==> src/rtl/slsr_param.sv <==
// Parametrised shift-left/shift-right register with parallel load, rotate mode,
// counted burst-shift engine (busy/done) and an illegal-request error flag.
module slsr_param #(
   parameter int WIDTH = 8,
   parameter int CNT_W = 4
) (
   input  logic             clk,
   input  logic             reset,
   input  logic             sl,
   input  logic             sr,
   input  logic             rot,
   input  logic             din,
   input  logic             load,
   input  logic [WIDTH-1:0] pdin,
   input  logic             start,
   input  logic [CNT_W-1:0] count,
   output logic [WIDTH-1:0] Q,
   output logic             sout_l,
   output logic             sout_r,
   output logic             busy,
   output logic             done,
   output logic             err
);

   // S_ZERO holds a count=0 burst for one cycle so done lands a cycle later
   typedef enum logic [1:0] {
      S_IDLE,
      S_RUN,
      S_ZERO
   } state_t;

   state_t           r_state, w_state_nx;
   logic [WIDTH-1:0] r_q, w_q_nx;
   logic [CNT_W-1:0] r_rem, w_rem_nx;
   logic             r_dir, w_dir_nx;
   logic             r_done, w_done_nx;
   logic             r_err, w_err_nx;

   function automatic logic [WIDTH-1:0] f_shift(
      input logic [WIDTH-1:0] q,
      input logic             left,
      input logic             rt,
      input logic             d
   );
      if (left)
         f_shift = {q[WIDTH-2:0], rt ? q[WIDTH-1] : d};
      else
         f_shift = {rt ? q[0] : d, q[WIDTH-1:1]};
   endfunction

   always_comb begin
      w_state_nx = r_state;
      w_q_nx     = r_q;
      w_rem_nx   = r_rem;
      w_dir_nx   = r_dir;
      w_done_nx  = 1'b0;
      w_err_nx   = 1'b0;
      if (load) begin
         w_q_nx     = pdin;
         w_state_nx = S_IDLE;
      end else begin
         unique case (r_state)
            S_RUN: begin
               w_q_nx   = f_shift(r_q, r_dir, rot, din);
               w_rem_nx = r_rem - 1'b1;
               if (r_rem == CNT_W'(1)) begin
                  w_state_nx = S_IDLE;
                  w_done_nx  = 1'b1;
               end
            end
            S_ZERO: begin
               w_state_nx = S_IDLE;
               w_done_nx  = 1'b1;
            end
            default: begin
               if (start) begin
                  if (sl ^ sr) begin
                     w_dir_nx   = sl;
                     w_rem_nx   = count;
                     w_state_nx = (count != '0) ? S_RUN : S_ZERO;
                  end else begin
                     w_err_nx = 1'b1;
                  end
               end else if (sl && sr) begin
                  w_err_nx = 1'b1;
               end else if (sl || sr) begin
                  w_q_nx = f_shift(r_q, sl, rot, din);
               end
            end
         endcase
      end
   end

   always_ff @(posedge clk) begin
      if (reset) begin
         r_state <= S_IDLE;
         r_q     <= '0;
         r_rem   <= '0;
         r_dir   <= 1'b0;
         r_done  <= 1'b0;
         r_err   <= 1'b0;
      end else begin
         r_state <= w_state_nx;
         r_q     <= w_q_nx;
         r_rem   <= w_rem_nx;
         r_dir   <= w_dir_nx;
         r_done  <= w_done_nx;
         r_err   <= w_err_nx;
      end
   end

   assign Q      = r_q;
   assign sout_l = r_q[WIDTH-1];
   assign sout_r = r_q[0];
   assign busy   = (r_state == S_RUN);
   assign done   = r_done;
   assign err    = r_err;

endmodule

==> config.mk <==
export PLATFORM = sky130hd
export DESIGN_NAME = slsr_param
export DESIGN_NICKNAME = d
export VERILOG_FILES = /design/src/rtl/slsr_param.sv
export SDC_FILE = /design/constraint.sdc
export NUM_CORES = 1
export LEC_CHECK = 0
export BUFFER_PORTS_ARGS = -buffer_cell sky130_fd_sc_hd__buf_2
export CORE_MARGIN = 3
export CORE_UTILIZATION = 51
export CTS_CLUSTER_SIZE = 40
export DETAILED_ROUTE_END_ITERATION = 16
export PLACE_DENSITY_LB_ADDON = 0.2
export SKIP_CTS_REPAIR_TIMING = 1
export SLEW_MARGIN = 10
export SYNTH_ARGS = -nofsm -noshare
export SYNTH_HDL_FRONTEND = slang
export SYNTH_SLANG_ARGS = --single-unit
==> constraint.sdc <==
create_clock -name clk -period 2.15 [get_ports clk]
set_input_delay 0.1075 -clock clk [delete_from_list [all_inputs] [get_ports clk]]
set_output_delay 0.1075 -clock clk [all_outputs]
set_load 0.01 [all_outputs]
==> results of run 1 <==
## kinds of logic (layout without fill, tap and decap cells)
family                   after synthesis  after routing  share of synthesized area [%]
adder cells (fa/ha/maj)                8              8                           8.77
multiplexers                          16             16                           14.6
AO/OA/AOI/OAI                         24             24                           17.5
buffers and inverters                 17             48                           7.02
flip-flops                            17             17                           29.8
AND/OR/NAND/NOR                       42             42                           22.3
## synth_stat cells (2+ instances only)
| master | count |
|---|---|
| nor2_1 | 4 |
| clkbuf_1 | 2 |
| nor3b_1 | 2 |
| o31ai_1 | 4 |
| mux2i_1 | 13 |
| nand2_1 | 9 |
| buf_4 | 2 |
| nand3_1 | 2 |
| ha_1 | 8 |
| inv_1 | 10 |
| dfxtp_1 | 17 |
| nor4_1 | 3 |
| mux2_2 | 2 |
| nor2b_1 | 4 |
| nand3b_1 | 8 |
| nor3_1 | 2 |
| o221ai_1 | 6 |
| a21oi_1 | 2 |
## state kept, by name, summed over array words and instances (netlist names)
signal	count
done	1
r_rem	4
Q	8
r_state	2
r_dir	1
err	1
## power by group through the flow
stage	Clock [uW]	Sequential, uW	Combinational, uW
after floorplan	0	360	117
after global placement	0	357	174
after detailed placement	0	358	176
after CTS	179	351	177
after global routing	199	355	199
final	170	352	177
## final timing paths
path | start | end | slack, ps
setup / recovery | r_state[1]$_SDFFE_PP0P_ | r_state[1]$_SDFFE_PP0P_ | 300
hold / removal | pdin[2] | Q[2]$_SDFFE_PP0P_ | 20
setup reg to reg | r_state[1]$_SDFFE_PP0P_ | r_state[1]$_SDFFE_PP0P_ | 300
hold reg to reg | r_state[1]$_SDFFE_PP0P_ | r_state[1]$_SDFFE_PP0P_ | 510
## through the flow
stage	instances	util (%)	hold WS, ps
floorplan	124	-	223
global placement	178	64.0	309
detailed placement	178	64.0	320
CTS	182	65.4	1.64
global route	182	65.4	4.18
finish	182	65.4	15.6
## area by class of cell
class,count,area [um2],share of cell area [%]
sequential,17,340,25.5
timing repair buffer,34,175,13.1
tap,27,33.8,2.53
clock inverter,1,5.00,0.375
clock buffer,3,22.5,1.69
multi-input combinational,90,721,54.0
inverter,10,37.5,2.81
## per-layer routing
layer	track usage [%]	vias up
li1	-	524
met1	28.2	467
met2	30.0	35
met3	6.76	4
met4	6.81	0
met5	0	-
## critical path, delay by kind of cell (launching register included)
family	cells	cell delay (ps)
compound gates	2	810
fa+ha+maj	1	300
buf+inv	1	80
flops	1	390
mux	1	160
==> impl_metrics.csv, run 1 <==
group,metric,value,unit
setup_path,end_kind,"flop",
cells_and_area,syn2layout_area_growth,17.0,%
sta,fin_ws,296,ps
pwr,powerDensity,523,nW/um2
synth,synth.top_cell.area_share,29.8,%
clocking,tritoncts,"done",
pwr,p_total,699,uW
sta,fmax,540,MHz
cells_and_area,fin_area,1340,um2
synth,synth_area_leaders,"dfxtp_1 (30%), mux2i_1 (11%), ha_1 (8.8%), nand3b_1 (5.3%), o221ai_1 (4.6%)",
synth,ys_seq_area_share,29.8,%
cells_and_area,final_common_cell,"buf_2",
setup_path,worstPathArrival,2030,ps
synth,yosys_warnings,0,
pwr,worst_ir_drop_vdd,494,uV
synth,synthFlopType,"dfxtp_1",
clocking,cts_sinks,17,
global_routing,grt_pass1_wl,4370,um
setup_path,reg2reg_depth,5,
synth,ys_types,42,
die,dieArea,2840,um2
synth,synth_edf_count,0,
pwr,power_leakage,0.000590,uW
pwr,p_clk_share,24.4,%
global_routing,grt.overflow.total,0,
clocking,cts_buffer_depth,2,
pwr,p_sw_share,30.2,%
sta,max_slew_margin,58.8,%
place,io_buffers,32,
synth,ys_ff_latch,17,
pwr,sequentialPowerShare,50.3,%
global_routing,grt_start_max_net_pins,15,
place,dpl_worst_slack,334,ps
routing,met2WireLength,1100,um
place,place_congestion,0.850,
die,rows,16,
setup_path,critPathKind,"flop to flop",
routing,drt_wl_total,2490,um
cells_and_area,final_nets,184,
setup_path,worstPathMaxFanout,11,
sta,hold_viol,0,
clocking,cts-root-buf,"clkbuf_4",
clocking,htree_levels,1,
sta,fin_crit_sh,86.2,%
global_routing,grt_pass1_vias,988,
cells_and_area,num-fill-cells,182,
outcome,status,"complete, no violations",
routing,avgViaCountPerCell,5.66,
synth,synth_cells,124,
die,io_pins,33,
worst_hold_path,min_path_cells,3,
sta,rsz0062_at_grt,"false",
sta,layout_min_cycle_time,1850,ps
die,die_h,53.3,um
routing,wire_per_inst,13.7,um
routing,drt-met1-wl,1200,um
setup_path,cpPeakStageDelay,550,ps
setup_path,worstPathRequired,2330,ps
job,maxCapViolCount,0,
sta,fin_tns_setup,0,ps
die,initial_core_util,55.9,%
place,dp_hpwl,1940,um
routing,drc_errors,0,
routing,via_count,1030,
global_routing,track_usage,20.7,%
cells_and_area,mostFrequentLayoutCells,"buf_2 (32), dfxtp_1 (17), mux2i_1 (13)",
clocking,cts.clk_slew.worst_paths,100,ps
synth,async_reset_ff_share,0,%
synth,syn_avg_cell_area,9.20,um2
synth,netlist_area,1140,um2
die,core_area,2040,um2
setup_path,start_kind,"flop",
routing,highest_layer,"met4",
routing,antenna_left,0,
setup_path,path_cells,"inv_1 > ha_1 > o22ai_1 > a22oi_1 > mux2i_1",
clocking,clock_latency,290,ps
cells_and_area,drive_above_1_share,30.3,%
sta,drv_slew,0,
synth,synth_top_area_cell,"dfxtp_1",
cells_and_area,n_antenna_cell,0,
routing,dr.pass1.iters,4,
sta,setup_viol,0,
worst_hold_path,hp-class,"primary input to flop",
setup_path,cpMaxStageDelayCell,"o22ai_1",
global_routing,antenna_found_initial,0,
clocking,cts-buffers-inserted,3,
sta,clock_skew,0.801,ps
pwr,p_int,488,uW
synth,synth_nets,152,
sta,tightest_slew,618,ps
place,placed_area,1310,um2
routing,wl_met3,178,um
pwr,p_comb_share,25.3,%
routing,drtIter0Drc,21,
die,die_w,53.3,um
pwr,p_switching,211,uW
No activity file was read; power rests on OpenSTA's default activity.
==> run 2: changes to the inputs <==
--- a/config.mk
+++ b/config.mk
@@ -8,6 +8,7 @@
 export BUFFER_PORTS_ARGS = -buffer_cell sky130_fd_sc_hd__buf_2
 export CORE_MARGIN = 3
 export CORE_UTILIZATION = 51
+export CTS_BUF_LIST = sky130_fd_sc_hd__clkbuf_16
 export CTS_CLUSTER_SIZE = 40
 export DETAILED_ROUTE_END_ITERATION = 16
 export PLACE_DENSITY_LB_ADDON = 0.2
==> impl_metrics.csv, run 2 (synthesized netlist as in run 1, its figures left out) <==
group,metric,value,unit
routing,antenna_left,0,
die,initial_core_util,55.9,%
worst_hold_path,hp-class,"primary input to flop",
cells_and_area,largest_reg_flops,8,
routing,drc_errors,0,
clocking,cts-root-buf,"clkbuf_16",
setup_path,reg2reg_depth,5,
setup_path,start_kind,"flop",
die,die_w,53.3,um
job,maxCapViolCount,0,
clocking,cts.clk_slew.worst_paths,50,ps
clocking,tritoncts,"done",
sta,max_slew_margin,60.3,%
setup_path,worstPathArrival,2020,ps
place,io_buffers,32,
sta,fin_hold_ws,63.3,ps
setup_path,end_kind,"flop",
place,dp_hpwl,1940,um
clocking,cts_buffer_depth,2,
sta,setup_viol,0,
setup_path,worstPathRequired,2330,ps
die,dieArea,2840,um2
sta,fmax,544,MHz
global_routing,track_usage,21.1,%
pwr,worst_ir_drop_vdd,725,uV
place,place_congestion,0.850,
routing,dr.pass1.iters,4,
die,die_h,53.3,um
cells_and_area,syn2layout_area_growth,21.6,%
die,io_pins,33,
clocking,cts-buffers-inserted,3,
cells_and_area,fin_util,68.0,%
global_routing,grt_pass1_wl,4420,um
clocking,htree_levels,1,
worst_hold_path,min_path_cells,3,
pwr,power_leakage,0.000613,uW
routing,drt_wl_total,2540,um
pwr,powerDensity,649,nW/um2
clocking,clock_latency,250,ps
sta,clock_skew,0.689,ps
sta,hold_viol,0,
cells_and_area,final_common_cell,"buf_2",
die,core_area,2040,um2
global_routing,antenna_found_initial,0,
clocking,cts_sinks,17,
setup_path,critPathKind,"flop to flop",
cells_and_area,multiInputGateArea,721,um2
sta,drv_slew,0,
global_routing,grt_start_max_net_pins,15,
pwr,p_total,900,uW
outcome,status,"complete, no violations",
global_routing,grt.overflow.total,0,
sta,rsz0062_at_grt,"false",
cells_and_area,final_nets,184,
cells_and_area,seq_area,340,um2
cells_and_area,num-fill-cells,175,
routing,via_count,1045,
cells_and_area,drive_above_1_share,30.3,%
sta,tightest_slew,595,ps
sta,fin_crit_sh,85.5,%
setup_path,rr_startpoint,"r_state[1]$_SDFFE_PP0P_",
routing,avgViaCountPerCell,5.74,
routing,wire_per_inst,13.9,um
sta,fin_tns_setup,0,ps
cells_and_area,n_antenna_cell,0,
routing,drtIter0Drc,31,
cells_and_area,mostFrequentLayoutCells,"buf_2 (32), dfxtp_1 (17), mux2i_1 (13)",
global_routing,grt_pass1_vias,1002,
die,rows,16,
setup_path,reg2reg_slack,310,ps
sta,layout_min_cycle_time,1840,ps
setup_path,startpoint,"r_state[1]$_SDFFE_PP0P_",
setup_path,worstPathMaxFanout,11,
worst_hold_path,hold_start,"pdin[2]",
==> run 2: worst paths after layout <==
path	end
worst min register to register	r_state[1]$_SDFFE_PP0P_
worst min-delay path	Q[2]$_SDFFE_PP0P_
worst max-delay path	r_rem[0]$_SDFFE_PP0P_
worst max register to register	r_rem[0]$_SDFFE_PP0P_
==> run 2: routing by layer <==
metal  GRT usage (%)  vias up  part of all wire, %
met5               0        -                    0
met4            8.09        0                  1.3
met3            7.61        7                  7.2
met2            30.4       37                   44
met1            28.2      480                   47
li1                -      521                    -
==> run 2: report_power, final <==
part           internal [uW]  switching [uW]  total [uW]
registers                334            18.8         353
logic                   85.6            91.3         177
clock network            249             122         371
total                    668             232         900
==> run 2: area by class of cell <==
class	count	share of cell area (%)
Clock inverter	1	0.361
Tap cell	27	2.43
Clock buffer	3	5.41
Sequential cell	17	24.5
Inverter	10	2.71
Multi-Input combinational cell	90	51.9
Timing Repair Buffer	34	12.6
==> run 2: per-stage QoR <==
step / worst slack, ps / instance area [um2] / instances
finish: 312 / 1390 / 182
global route: 167 / 1390 / 182
CTS: 310 / 1390 / 182
detailed placement: 334 / 1310 / 178
global placement: 386 / 1310 / 178
floorplan: 388 / 1140 / 124
==> run 2: worst max-delay path, cell delays in order (launching register included) <==
cell	delay, ps
dfxtp_1	330
inv_1	90
ha_1	360
o22ai_1	290
or4_1	560
a21oi_1	140
==> run 3: changes to the inputs <==
--- a/config.mk
+++ b/config.mk
@@ -6,7 +6,6 @@
 export NUM_CORES = 1
 export LEC_CHECK = 0
 export BUFFER_PORTS_ARGS = -buffer_cell sky130_fd_sc_hd__buf_2
-export CORE_MARGIN = 3
 export CORE_UTILIZATION = 51
 export CTS_BUF_LIST = sky130_fd_sc_hd__clkbuf_16
 export CTS_CLUSTER_SIZE = 40
==> impl_metrics.csv, run 3 (synthesized netlist as in run 1, its figures left out) <==
group,metric,value,unit
sta,rsz0062_at_grt,"false",
die,dieArea,2430,um2
pwr,p_switching,233,uW
place,dp_hpwl,1880,um
global_routing,antenna_found_initial,0,
clocking,cts.clk_slew.worst_paths,50,ps
die,die_w,49.3,um
global_routing,grt.overflow.total,0,
clocking,cts-root-buf,"clkbuf_16",
job,maxCapViolCount,0,
sta,setup_viol,0,
setup_path,critPathKind,"flop to flop",
pwr,p_comb_share,19.8,%
setup_path,cpPeakStageDelay,590,ps
setup_path,reg2reg_slack,210,ps
setup_path,cpMaxStageDelayCell,"o22ai_1",
routing,drt_wl_total,2560,um
global_routing,grt_pass1_wl,4090,um
worst_hold_path,min_path_cells,3,
setup_path,rr_startpoint,"r_state[1]$_SDFFE_PP0P_",
sta,fin_tns_setup,0,ps
cells_and_area,syn2layout_area_growth,21.5,%
sta,drv_slew,0,
sta,max_slew_margin,55.3,%
die,core_area,2040,um2
setup_path,crit_family,"compound AO/OA/AOI/OAI gates",
sta,layout_min_cycle_time,1940,ps
routing,avgViaCountPerCell,5.80,
routing,wire_per_inst,14.1,um
worst_hold_path,hold_start,"pdin[5]",
global_routing,track_usage,21.8,%
routing,dr.pass1.iters,4,
sta,clock_skew,5.98,ps
cells_and_area,fin_util,67.9,%
die,die_h,49.3,um
cells_and_area,mostFrequentLayoutCells,"buf_2 (32), dfxtp_1 (17), mux2i_1 (13)",
pwr,power_leakage,0.000615,uW
setup_path,worstPathArrival,2060,ps
sta,fmax,516,MHz
pwr,powerDensity,649,nW/um2
pwr,p_clk_share,41.0,%
setup_path,end_kind,"flop",
setup_path,cp_num_buf_inv,1,
cells_and_area,largest_reg_flops,8,
cells_and_area,drive_above_1_share,29.7,%
global_routing,grt_start_max_net_pins,15,
pwr,p_total,899,uW
setup_path,r2r-end,"r_state[0]$_SDFFE_PP0P_",
outcome,status,"complete, no violations",
pwr,sequentialPowerShare,39.2,%
pwr,worst_ir_drop_vdd,736,uV
sta,fin_crit_sh,90.1,%
clocking,clock_latency,250,ps
cells_and_area,num-fill-cells,180,
clocking,cts_buffer_depth,2,
sta,hold_viol,0,
pwr,p_int,666,uW
clocking,htree_levels,1,
global_routing,grt_pass1_vias,942,
place,io_buffers,32,
setup_path,reg2reg_depth,5,
cells_and_area,n_antenna_cell,0,
sta,tightest_slew,670,ps
place,place_congestion,0.826,
worst_hold_path,whs_endpoint,"Q[5]$_SDFFE_PP0P_",
die,rows,16,
worst_hold_path,hp-class,"primary input to flop",
die,io_pins,33,
setup_path,path_cells,"inv_1 > ha_1 > o22ai_1 > a22oi_1 > mux2i_1",
routing,drtIter0Drc,20,
routing,drc_errors,0,
pwr,p_sw_share,25.9,%
setup_path,worstPathRequired,2270,ps
die,initial_core_util,55.9,%
setup_path,start_kind,"flop",
cells_and_area,final_nets,184,
clocking,tritoncts,"done",
routing,via_count,1056,
cells_and_area,final_common_cell,"buf_2",
routing,antenna_left,0,
sta,fin_hold_ws,59.6,ps
setup_path,worstPathMaxFanout,11,
clocking,cts_sinks,17,
clocking,cts-buffers-inserted,3,
run 3: power groups by stage:
stage / clock, uW / sequential (uW) / combinational [uW]
global route: 389 / 354 / 195
floorplan: 0 / 360 / 117
detailed placement: 0 / 358 / 178
finish: 369 / 353 / 178
CTS: 378 / 352 / 178
global placement: 0 / 358 / 173
run 3: worst max-delay path by stage:
stage	startpoint	cells past startpoint	end	slack (ps)
2_1_floorplan	r_state[1]$_SDFFE_PP0P_	6	Q[1]$_SDFFE_PP0P_	390
6_report	r_state[1]$_SDFFE_PP0P_	5	r_state[0]$_SDFFE_PP0P_	210
4_1_cts	r_state[1]$_SDFFE_PP0P_	5	r_rem[0]$_SDFFE_PP0P_	270
3_3_place_gp	r_state[1]$_SDFFE_PP0P_	5	r_rem[0]$_SDFFE_PP0P_	370
3_5_place_dp	r_state[1]$_SDFFE_PP0P_	5	r_rem[0]$_SDFFE_PP0P_	290
5_1_grt	r_state[1]$_SDFFE_PP0P_	5	r_rem[0]$_SDFFE_PP0P_	120
run 3: cell type report:
| cell class | instances | area, um2 | area share, % |
|---|---|---|---|
| well taps | 27 | 33.8 | 2.44 |
| inverters | 10 | 37.5 | 2.71 |
| multi-input cells | 90 | 721 | 52.0 |
| flip-flops and latches | 17 | 340 | 24.5 |
| repair buffers | 34 | 175 | 12.6 |
| clock inverters | 1 | 3.75 | 0.271 |
| clock buffers | 3 | 75.1 | 5.42 |
run 3: per-layer routing:
metal | wire length (um) | vias to the layer above | GRT usage, %
met5 | 0 | - | 0
met3 | 129 | 2 | 5.92
met1 | 1250 | 499 | 27.7
li1 | - | 524 | -
met4 | 12 | 0 | 2.94
met2 | 1170 | 31 | 37.2
run 3: per-stage QoR:
stage                     instance area [um2]  setup WS [ps]  instances
after floorplan                          1140            388        124
after global placement                   1310            372        178
after global routing                     1390            124        182
after CTS                                1390            270        182
final                                    1390            212        182
after detailed placement                 1310            285        178
run 3: worst min-delay path, delay by kind of cell:
kind | cells | cell delay [ps]
compound gates | 1 | 50
simple gates | 1 | 40
buf+inv | 1 | 70
